File: config.mk
export PLATFORM = sky130hd
export DESIGN_NAME = serial_adder
export DESIGN_NICKNAME = d
export VERILOG_FILES = /design/src/rtl/serial_adder_pkg.sv /design/src/rtl/serial_adder_fa_cell.sv /design/src/rtl/serial_adder.sv
export SDC_FILE = /design/constraint.sdc
export NUM_CORES = 1
export LEC_CHECK = 0
export ABC_CLOCK_PERIOD_IN_PS = 1200
export CAP_MARGIN = 30
export CORE_AREA = 2 2 62 64
export CTS_CLUSTER_DIAMETER = 150
export DETAILED_ROUTE_END_ITERATION = 16
export DIE_AREA = 0 0 64 66
export PLACE_DENSITY_LB_ADDON = 0.1
export SLEW_MARGIN = 10
export SYNTH_ARGS = -nofsm -noshare
export SYNTH_HDL_FRONTEND = slang
export SYNTH_HIERARCHICAL = 1
export SYNTH_SLANG_ARGS = --single-unit
File: constraint.sdc
create_clock -name clk -period 1.2 [get_ports clk]
set_clock_uncertainty 0.1 [all_clocks]
set_input_delay 0.24 -clock clk [delete_from_list [all_inputs] [get_ports clk]]
set_output_delay 0.24 -clock clk [all_outputs]
set_load 0.02 [all_outputs]
File: src/rtl/serial_adder_pkg.sv
// Shared types and constants for the bit-serial adder.
package serial_adder_pkg;

  typedef enum logic [1:0] {
    S_IDLE = 2'd0,
    S_RUN  = 2'd1,
    S_DONE = 2'd2
  } state_t;

  localparam int unsigned WIDTH_MIN = 1;
  localparam int unsigned WIDTH_MAX = 32;

  // True when an operand width falls inside the supported range.
  function automatic bit width_ok(input int unsigned w);
    return (w >= WIDTH_MIN) && (w <= WIDTH_MAX);
  endfunction

endpackage

File: src/rtl/serial_adder_fa_cell.sv
// Combinational one-bit full adder: two half-adder stages, carries ORed.
module fa_cell (
  input  logic x,
  input  logic y,
  input  logic cin,
  output logic s,
  output logic co
);

  logic p, g1, g2;

  // first half adder on the operands, second folds in the carry
  always_comb begin
    p  = x ^ y;
    g1 = x & y;
    s  = p ^ cin;
    g2 = p & cin;
    co = g1 | g2;
  end

endmodule

File: src/rtl/serial_adder.sv
// Bit-serial unsigned adder: LSB-first, one bit per clock, registered carry.
module serial_adder
  import serial_adder_pkg::*;
#(
  parameter int unsigned WIDTH = 8
) (
  input  logic             clk,
  input  logic             rst,
  input  logic             start,
  input  logic [WIDTH-1:0] a,
  input  logic [WIDTH-1:0] b,
  output logic             busy,
  output logic             done,
  output logic [WIDTH-1:0] sum,
  output logic             carry
);

  localparam int unsigned CW = $clog2(WIDTH + 1);
  localparam logic [CW-1:0] LAST = CW'(WIDTH - 1);

  if (!width_ok(WIDTH)) begin : g_bad_width
    $error("serial_adder: WIDTH out of range");
  end

  state_t           state, state_nxt;
  logic [WIDTH-1:0] sa, sb, ps, ps_nxt;
  logic [CW-1:0]    cnt;
  logic             c;
  logic             s, co;
  logic             load, step, last;

  fa_cell u_fa (
    .x  (sa[0]),
    .y  (sb[0]),
    .cin(c),
    .s  (s),
    .co (co)
  );

  // state register
  always_ff @(posedge clk) begin
    if (rst) state <= S_IDLE;
    else     state <= state_nxt;
  end

  // next state and datapath strobes; starts are only honoured outside RUN
  always_comb begin
    state_nxt = state;
    load      = 1'b0;
    step      = 1'b0;
    last      = 1'b0;
    case (state)
      S_IDLE: if (start) begin
        load      = 1'b1;
        state_nxt = S_RUN;
      end
      S_RUN: begin
        step = 1'b1;
        if (cnt == LAST) begin
          last      = 1'b1;
          state_nxt = S_DONE;
        end
      end
      S_DONE: begin
        if (start) begin
          load      = 1'b1;
          state_nxt = S_RUN;
        end else begin
          state_nxt = S_IDLE;
        end
      end
      default: state_nxt = S_IDLE;
    endcase
  end

  // partial sum after this cycle's bit enters at the top (works for WIDTH=1)
  always_comb begin
    ps_nxt            = ps >> 1;
    ps_nxt[WIDTH-1]   = s;
  end

  // operand shifters, carry flop, counter and result registers
  always_ff @(posedge clk) begin
    if (rst) begin
      sa    <= '0;
      sb    <= '0;
      ps    <= '0;
      cnt   <= '0;
      c     <= 1'b0;
      sum   <= '0;
      carry <= 1'b0;
    end else if (load) begin
      sa  <= a;
      sb  <= b;
      ps  <= '0;
      cnt <= '0;
      c   <= 1'b0;
    end else if (step) begin
      sa  <= sa >> 1;
      sb  <= sb >> 1;
      ps  <= ps_nxt;
      cnt <= cnt + 1'b1;
      c   <= co;
      if (last) begin
        sum   <= ps_nxt;
        carry <= co;
      end
    end
  end

  assign busy = (state == S_RUN);
  assign done = (state == S_DONE);

endmodule
==> results of run 1 <==
==> cell families after synthesis <==
group,Yosys count
flops,39
fa+ha+maj,2
xor+xnor,2
simple gates,78
mux,11
compound gates,32
buf+inv,14
==> worst reg2reg max path, cell delays in order (launching register included) <==
cell      delay [ns]
dfxtp_4         0.37
buf_4           0.13
buf_6           0.11
nand2b_4        0.18
buf_8           0.16
o22ai_1         0.13
nor3_1          0.07
==> report_power, final <==
group	internal [W]	leakage, nW	switching, W	total [W]
clock	0.000345	0.0386	0.000423	0.000768
sequential	0.00135	0.325	0.0000515	0.00140
combinational	0.000290	0.546	0.000250	0.000541
total	0.00199	0.909	0.000725	0.00271
==> timing repair <==
| item | in CTS | in global routing |
|---|---|---|
| cloned | 2 | 2 |
| setup endpoints to repair | 48 | 50 |
| setup buffers | 1 | 6 |
| pin swaps | 5 | 12 |
| endpoints found under the hold margin | 0 | 0 |
| gates resized for setup | 79 | 63 |
==> cells in the final DEF, fill, tap and decap left out, types with 2 or more instances in the layout <==
cell             count
clkdlybuf4s50_1     18
a21oi_2             11
a21oi_1              2
o22ai_2              5
nor3_1               9
nand2_1             44
o22ai_4              2
nor3_2               9
nor2_1               3
a31oi_1              4
nand3b_1             2
buf_6               17
buf_12               4
mux2i_1             11
clkbuf_16            2
clkbuf_8             2
nand3_2              2
nand2b_4             2
dfxtp_2             13
dfxtp_1             25
o21ai_2              4
clkbuf_4             5
buf_4               15
==> sequential cells by signal, summed over array words and instances, names as in the netlist <==
signal and cells:
sa 8, sb 8, sum 8, ps 7, cnt 4, state 2
c 1, carry 1
==> how the worst max path moves through the flow <==
stage / start / to / slack (ns)
after floorplan: cnt[1]$_SDFFE_PP0N_ / carry$_SDFFE_PP0P_ / -0.07
after global routing: state[0]$_SDFFE_PP0P_ / done / -0.22
after detailed placement: start / sb[7]$_SDFFE_PP0P_ / -0.32
after global placement: start / sa[7]$_SDFFE_PP0P_ / -0.28
after CTS: state[0]$_SDFFE_PP0P_ / done / -0.19
final: state[0]$_SDFFE_PP0P_ / done / -0.17
==> metal layers <==
| metal | vias to the layer above | track usage | share of wire | wire length (µm) |
|---|---|---|---|---|
| met5 | - | 0 | 0 | 0 |
| met4 | 0 | 0.0734 | 0.0078 | 31 |
| met3 | 4 | 0.0460 | 0.032 | 127 |
| met2 | 27 | 0.352 | 0.55 | 2200 |
| met1 | 700 | 0.189 | 0.41 | 1630 |
| li1 | 712 | - | - | - |
==> cell type report <==
| type | count | area (µm²) |
|---|---|---|
| Fill cell | 264 | 1060 |
| Multi-Input combinational cell | 125 | 923 |
| Sequential cell | 39 | 801 |
| Timing Repair Buffer | 57 | 629 |
| Clock buffer | 8 | 68.8 |
| Tap cell | 48 | 60.1 |
| Inverter | 2 | 10.0 |
==> through the flow <==
step / setup slack (ns) / TNS [ns] / hold slack, ns
global route: -0.223 / -5.60 / 0.387
detailed placement: -0.323 / -10.44 / 0.349
CTS: -0.190 / -1.55 / 0.369
global placement: -0.283 / -9.92 / 0.341
floorplan: -0.0698 / -0.629 / 0.219
finish: -0.172 / -3.69 / 0.369
==> impl_results.md, run 1 <==
- Vias in the first global route: 1395
- Ports: 30
- Critical register-to-register path startpoint: state[0]$_SDFFE_PP0P_
- Final-report max-slew violation count: 0
- Min-delay src: sum[5]$_SDFFE_PP0P_
- Main synth FF type: dfxtp_1
- Worst-case reg-to-reg path depth: 6
- Leading area contributor after synthesis: dfxtp_1
- Hold path depth: 2
- Post-Synth XOR/XNOR Area: 0.0113
- Hold_buf cts: 0
- Largest cells by area after synthesis: dfxtp_1 50%, nand2_1 11%, mux2i_1 7.1%
- DIE HEIGHT: 66 µm
- Highest net fanout along the worst path: 4
- Worst path required time: 0.86 ns
- Final Cell Area: 0.00249 mm²
- R2R setup slack: -0.16 ns
- Fmax: 729 MHz
- Final core occ: 0.702
- Max Cap Violations: 0
- Failing checks: negative setup slack
- Synth Area in Compound Gates: 0.116
- Levels on crit path: 2
- Most common library cells after synthesis: 45 x nand2_1, 39 x dfxtp_1, 19 x nor3_1
- Post-synth EDFFs: 0
- Async SR Flop Fraction: 0
- Later-pin clock latency in the skew report: 0.34 ns
- CP peak stage delay: 0.38 ns
- Minimum clock period: 1.37 ns
- CTS tree: built
- Critical path capture point type: output pin
- IO Port Bufs: 29
- Critical path, cell by cell: and2b_1 > buf_6
- GP Congestion: 0.749
- Slowest cell on crit path: dfxtp_4
- First-pass GRT wire length: 5950 µm
- Reg2Reg Capture Point: sb[5]$_SDFFE_PP0P_
- Mapped cell area: 0.00155 mm²
- Max-slew headroom: 0.780
- Die width: 64 µm
- Hold Crit Class: flip-flop to flip-flop
- Power Total: 0.00271 W
- HPWL after DPL: 2380 µm
- Worst-path clk slew: 0.11 ns
- Synth unique cells: 27
- Vias per cell: 5.17
- Simple-gate area share of the yosys netlist: 0.225
- Critical setup path kind: flip-flop to output pin
- Layout Cells excl Fill: 279
- Share of layout cells above drive strength 1: 0.446
- Core ar.: 0.00355 mm²
- GRT Overall Usage: 0.184
- Synthesis-stage register bit count: 39
- Yosys top cell area share: 0.504
- Largest net degree at the start of global routing: 28
- Total grt overflow: 0
- 1st-iter DRT viols: 57
- Syn Inst Count: 178
- Htree depth: 2
- Total Routed Length: 3980 µm
- Top-count cell post-synth: nand2_1
- Top delay family on crit path: flip-flops
- Dpl cell area: 0.00200 mm²
- Cts bufs inserted: 5
- Slew @ Worst Pin: 0.330 ns
- Syn_area_per_cell: 8.71 µm²
- Cells after DPL: 260
- RSZ-0062 raised after global routing: yes
- Syn nets: 199
- Main combinational cell family by area after synthesis: simple AND/OR/NAND/NOR gates
- Final #Nets: 251
- Crit path DAT: 1.03 ns
- Run status: complete, but fails checks
- Number of antenna violations at the first check in global routing: 0
- Sequential share of the synthesized area: 0.504
- Ys Warns: 6
- # DRC: 0
- DIE AREA: 0.00422 mm²
- Deepest clock path buffer count: 2
- Final worst path period share: 1.14
- DR WL/cell: 14.3 µm
- Bufs and invs on worst path: 1
- Hold EP: sum[5]$_SDFFE_PP0P_
- Rows: 22
- Maximum VDD drop: 0.000633 V
- Ant. Diodes: 0
- Clock root buffer: clkbuf_4
- Final ANT Viol Nets: 0
- Leak Pwr: 0.909 nW
- Synthesized-area fraction occupied by adder cells: 0.0210
- Final worst slack: -0.172 ns
- Mux share of post-synthesis cell area: 0.0710
- CP Launch Type: flip-flop
- Starting Density: 0.437
- PwrDens: 1090 mW/mm²
- Final Hold Vio Count: 0
- Router iterations before antenna repair: 4
- Via count: 1443
- Final Setup Violations: 39
- Area Overhead vs Synth: 60.8%
- Clock sink count: 39
Note: power is estimated with default switching activity, not from simulation.
==> run 2: changes to the inputs <==
--- a/config.mk
+++ b/config.mk
@@ -7,10 +7,10 @@
 export LEC_CHECK = 0
 export ABC_CLOCK_PERIOD_IN_PS = 1200
 export CAP_MARGIN = 30
-export CORE_AREA = 2 2 62 64
+export CORE_AREA = 2 2 48 83
 export CTS_CLUSTER_DIAMETER = 150
 export DETAILED_ROUTE_END_ITERATION = 16
-export DIE_AREA = 0 0 64 66
+export DIE_AREA = 0 0 50 85
 export PLACE_DENSITY_LB_ADDON = 0.1
 export SLEW_MARGIN = 10
 export SYNTH_ARGS = -nofsm -noshare
==> impl_results.md, run 2 (synthesis gave the netlist of run 1 again) <==
- Run status: complete, but fails checks
- Failing checks: negative setup slack
- 1st-iter DRT viols: 24 (-58%)
- Minimum clock period: 1.32 ns (-0.0568 ns)
- Max Cap Violations: 0 (unchanged)
- Later-pin clock latency in the skew report: 0.28 ns (-0.06 ns)
- R2R setup slack: -0.07 ns (+0.09 ns)
- Final worst slack: -0.116 ns (+0.0568 ns)
- Clock root buffer: clkbuf_8
- Reg2Reg Capture Point: sb[7]$_SDFFE_PP0P_
- Total grt overflow: 0 (unchanged)
- Ports: 30 (unchanged)
- Maximum VDD drop: 0.00122 V (+93%)
- Final-report max-slew violation count: 0 (unchanged)
- GP Congestion: 0.733 (-2.1%)
- Fill cells: 279 (+5.7%)
- Critical path endpoint: done
- Top delay family on crit path: flip-flops
- Cells after DPL: 259 (-0.38%)
- CP peak stage delay: 0.37 ns (about the same)
- Rows: 29 (+32%)
- Via count: 1451 (+0.55%)
- DIE AREA: 0.00425 mm² (+0.62%)
- Dpl cell area: 0.00200 mm² (+0.25%)
- Crit path launch: state[0]$_SDFFE_PP0P_
- RSZ-0062 raised after global routing: yes
- Fmax: 760 MHz (+4.3%)
- Critical path capture point type: output pin
- Layout Cells excl Fill: 277 (-0.72%)
- Leak Pwr: 0.903 nW (-0.70%)
- Final Cell Area: 0.00239 mm² (-4.0%)
- Crit path DAT: 0.98 ns (-0.05 ns)
- Final core occ: 0.666 (-0.0356)
- CTS tree: built
- Htree depth: 2 (unchanged)
- Die width: 50 µm (-22%)
- Max-slew headroom: 0.837 (+0.0568)
- Starting Density: 0.432 (-0.00502)
- Vias per cell: 5.24 (+1.3%)
- Clock sink count: 39 (unchanged)
- Cts bufs inserted: 5 (unchanged)
- TNS Setup: -1.45 ns (+2.24 ns)
- Levels on crit path: 2 (unchanged)
- Min-delay src: sum[7]$_SDFFE_PP0P_
- Number of antenna violations at the first check in global routing: 0 (unchanged)
- Vias in the first global route: 1403 (+0.57%)
- Final Setup Violations: 29 (-26%)
- Total Routed Length: 3920 µm (-1.6%)
- Final #Nets: 251 (unchanged)
- Core ar.: 0.00359 mm² (+1.2%)
- Bufs and invs on worst path: 1 (unchanged)
- Critical setup path kind: flip-flop to output pin
- Final ANT Viol Nets: 0 (unchanged)
- Critical register-to-register path startpoint: state[0]$_SDFFE_PP0P_
- Final Hold Vio Count: 0 (unchanged)
- Worst-case reg-to-reg path depth: 5 (-1)
- Most frequent cells in the layout: 44 x nand2_1, 33 x dfxtp_1, 17 x clkdlybuf4s50_1
- CP Launch Type: flip-flop
- Worst path required time: 0.86 ns (about the same)
- DR WL/cell: 14.1 µm (-0.87%)
- Deepest clock path buffer count: 2 (unchanged)
- Slew @ Worst Pin: 0.243 ns (-0.0867 ns)
- Router iterations before antenna repair: 5 (+1)
- First-pass GRT wire length: 5870 µm (-1.5%)
- Top flop regs: sa (8), sb (8), sum (8)
- Worst-path clk slew: 0.07 ns (-0.04 ns)
- GRT Overall Usage: 0.180 (-0.00370)
- # DRC: 0 (unchanged)
- Largest net degree at the start of global routing: 28 (unchanged)
- IO Port Bufs: 29 (unchanged)
- Critical path, cell by cell: and2b_1 > buf_6
- HPWL after DPL: 2350 µm (-1.0%)
- Slowest cell on crit path: dfxtp_4
- DIE HEIGHT: 85 µm (+29%)
- Share of layout cells above drive strength 1: 0.364 (-0.0823)
- PwrDens: 1210 mW/mm² (+11%)
- Area Overhead vs Synth: 54.4%
- Highest net fanout along the worst path: 4 (unchanged)
- Hold Crit Class: flip-flop to flip-flop
- Final worst path period share: 1.10 (-0.0473)
- Commonest non-fill, non-tap cell in the layout: nand2_1
- Ant. Diodes: 0 (unchanged)
run 2: per-stage QoR:
stage / hold slack (ns) / setup WS (ns) / power, W
2_1_floorplan: 0.219 / -0.0698 / 0.00162
3_3_place_gp: 0.341 / -0.320 / 0.00175
3_5_place_dp: 0.346 / -0.346 / 0.00176
4_1_cts: 0.356 / -0.128 / 0.00276
5_1_grt: 0.380 / -0.156 / 0.00302
6_report: 0.352 / -0.116 / 0.00289
run 2: how the worst min path moves through the flow:
stage	cells past startpoint	end	slack (ns)
2_1_floorplan	1	sb[0]$_SDFFE_PP0P_	0.22
3_3_place_gp	2	sum[6]$_SDFFE_PP0P_	0.34
3_5_place_dp	2	sum[7]$_SDFFE_PP0P_	0.35
4_1_cts	2	sum[7]$_SDFFE_PP0P_	0.36
5_1_grt	2	sum[7]$_SDFFE_PP0P_	0.38
6_report	2	sum[7]$_SDFFE_PP0P_	0.35
run 2: repair_timing:
action | 4_1_cts | 5_1_grt
hold buffers | 0 | 0
pin swaps | 1 | 12
hold endpoints to repair | 0 | 0
endpoints found under the setup margin | 49 | 40
gates cloned | 1 | 3
setup buffers | 1 | 5
gates resized for setup | 63 | 44
run 2: area by class of cell:
| cell class | count | area [µm²] | share of cell area |
|---|---|---|---|
| Clock buffer | 8 | 100 | 0.0418 |
| Timing Repair Buffer | 57 | 573 | 0.239 |
| Multi-Input combinational cell | 125 | 862 | 0.360 |
| Tap cell | 46 | 57.6 | 0.0240 |
| Sequential cell | 39 | 791 | 0.330 |
| Inverter | 2 | 10.0 | 0.00418 |
run 2: power breakdown:
group / total (W) / switching (W) / internal [W]
Combinational: 0.000530 / 0.000243 / 0.000287
Sequential: 0.00140 / 0.0000472 / 0.00135
Clock: 0.000958 / 0.000433 / 0.000524
Total: 0.00289 / 0.000724 / 0.00216
run 2: per-layer routing:
metal / vias to the layer above / track usage / wire length [µm]
met5: - / 0 / 0
met4: 0 / 0.0884 / 65
met3: 8 / 0.0493 / 144
met2: 41 / 0.337 / 2220
met1: 692 / 0.172 / 1490
li1: 710 / - / -
run 2: worst register-to-register path, delay by kind of cell (launching register included):
kind / cells / cell delay (ns)
flip-flops: 1 / 0.36
buffers and inverters: 2 / 0.30
multiplexers: 1 / 0.20
AND/OR/NAND/NOR: 2 / 0.19
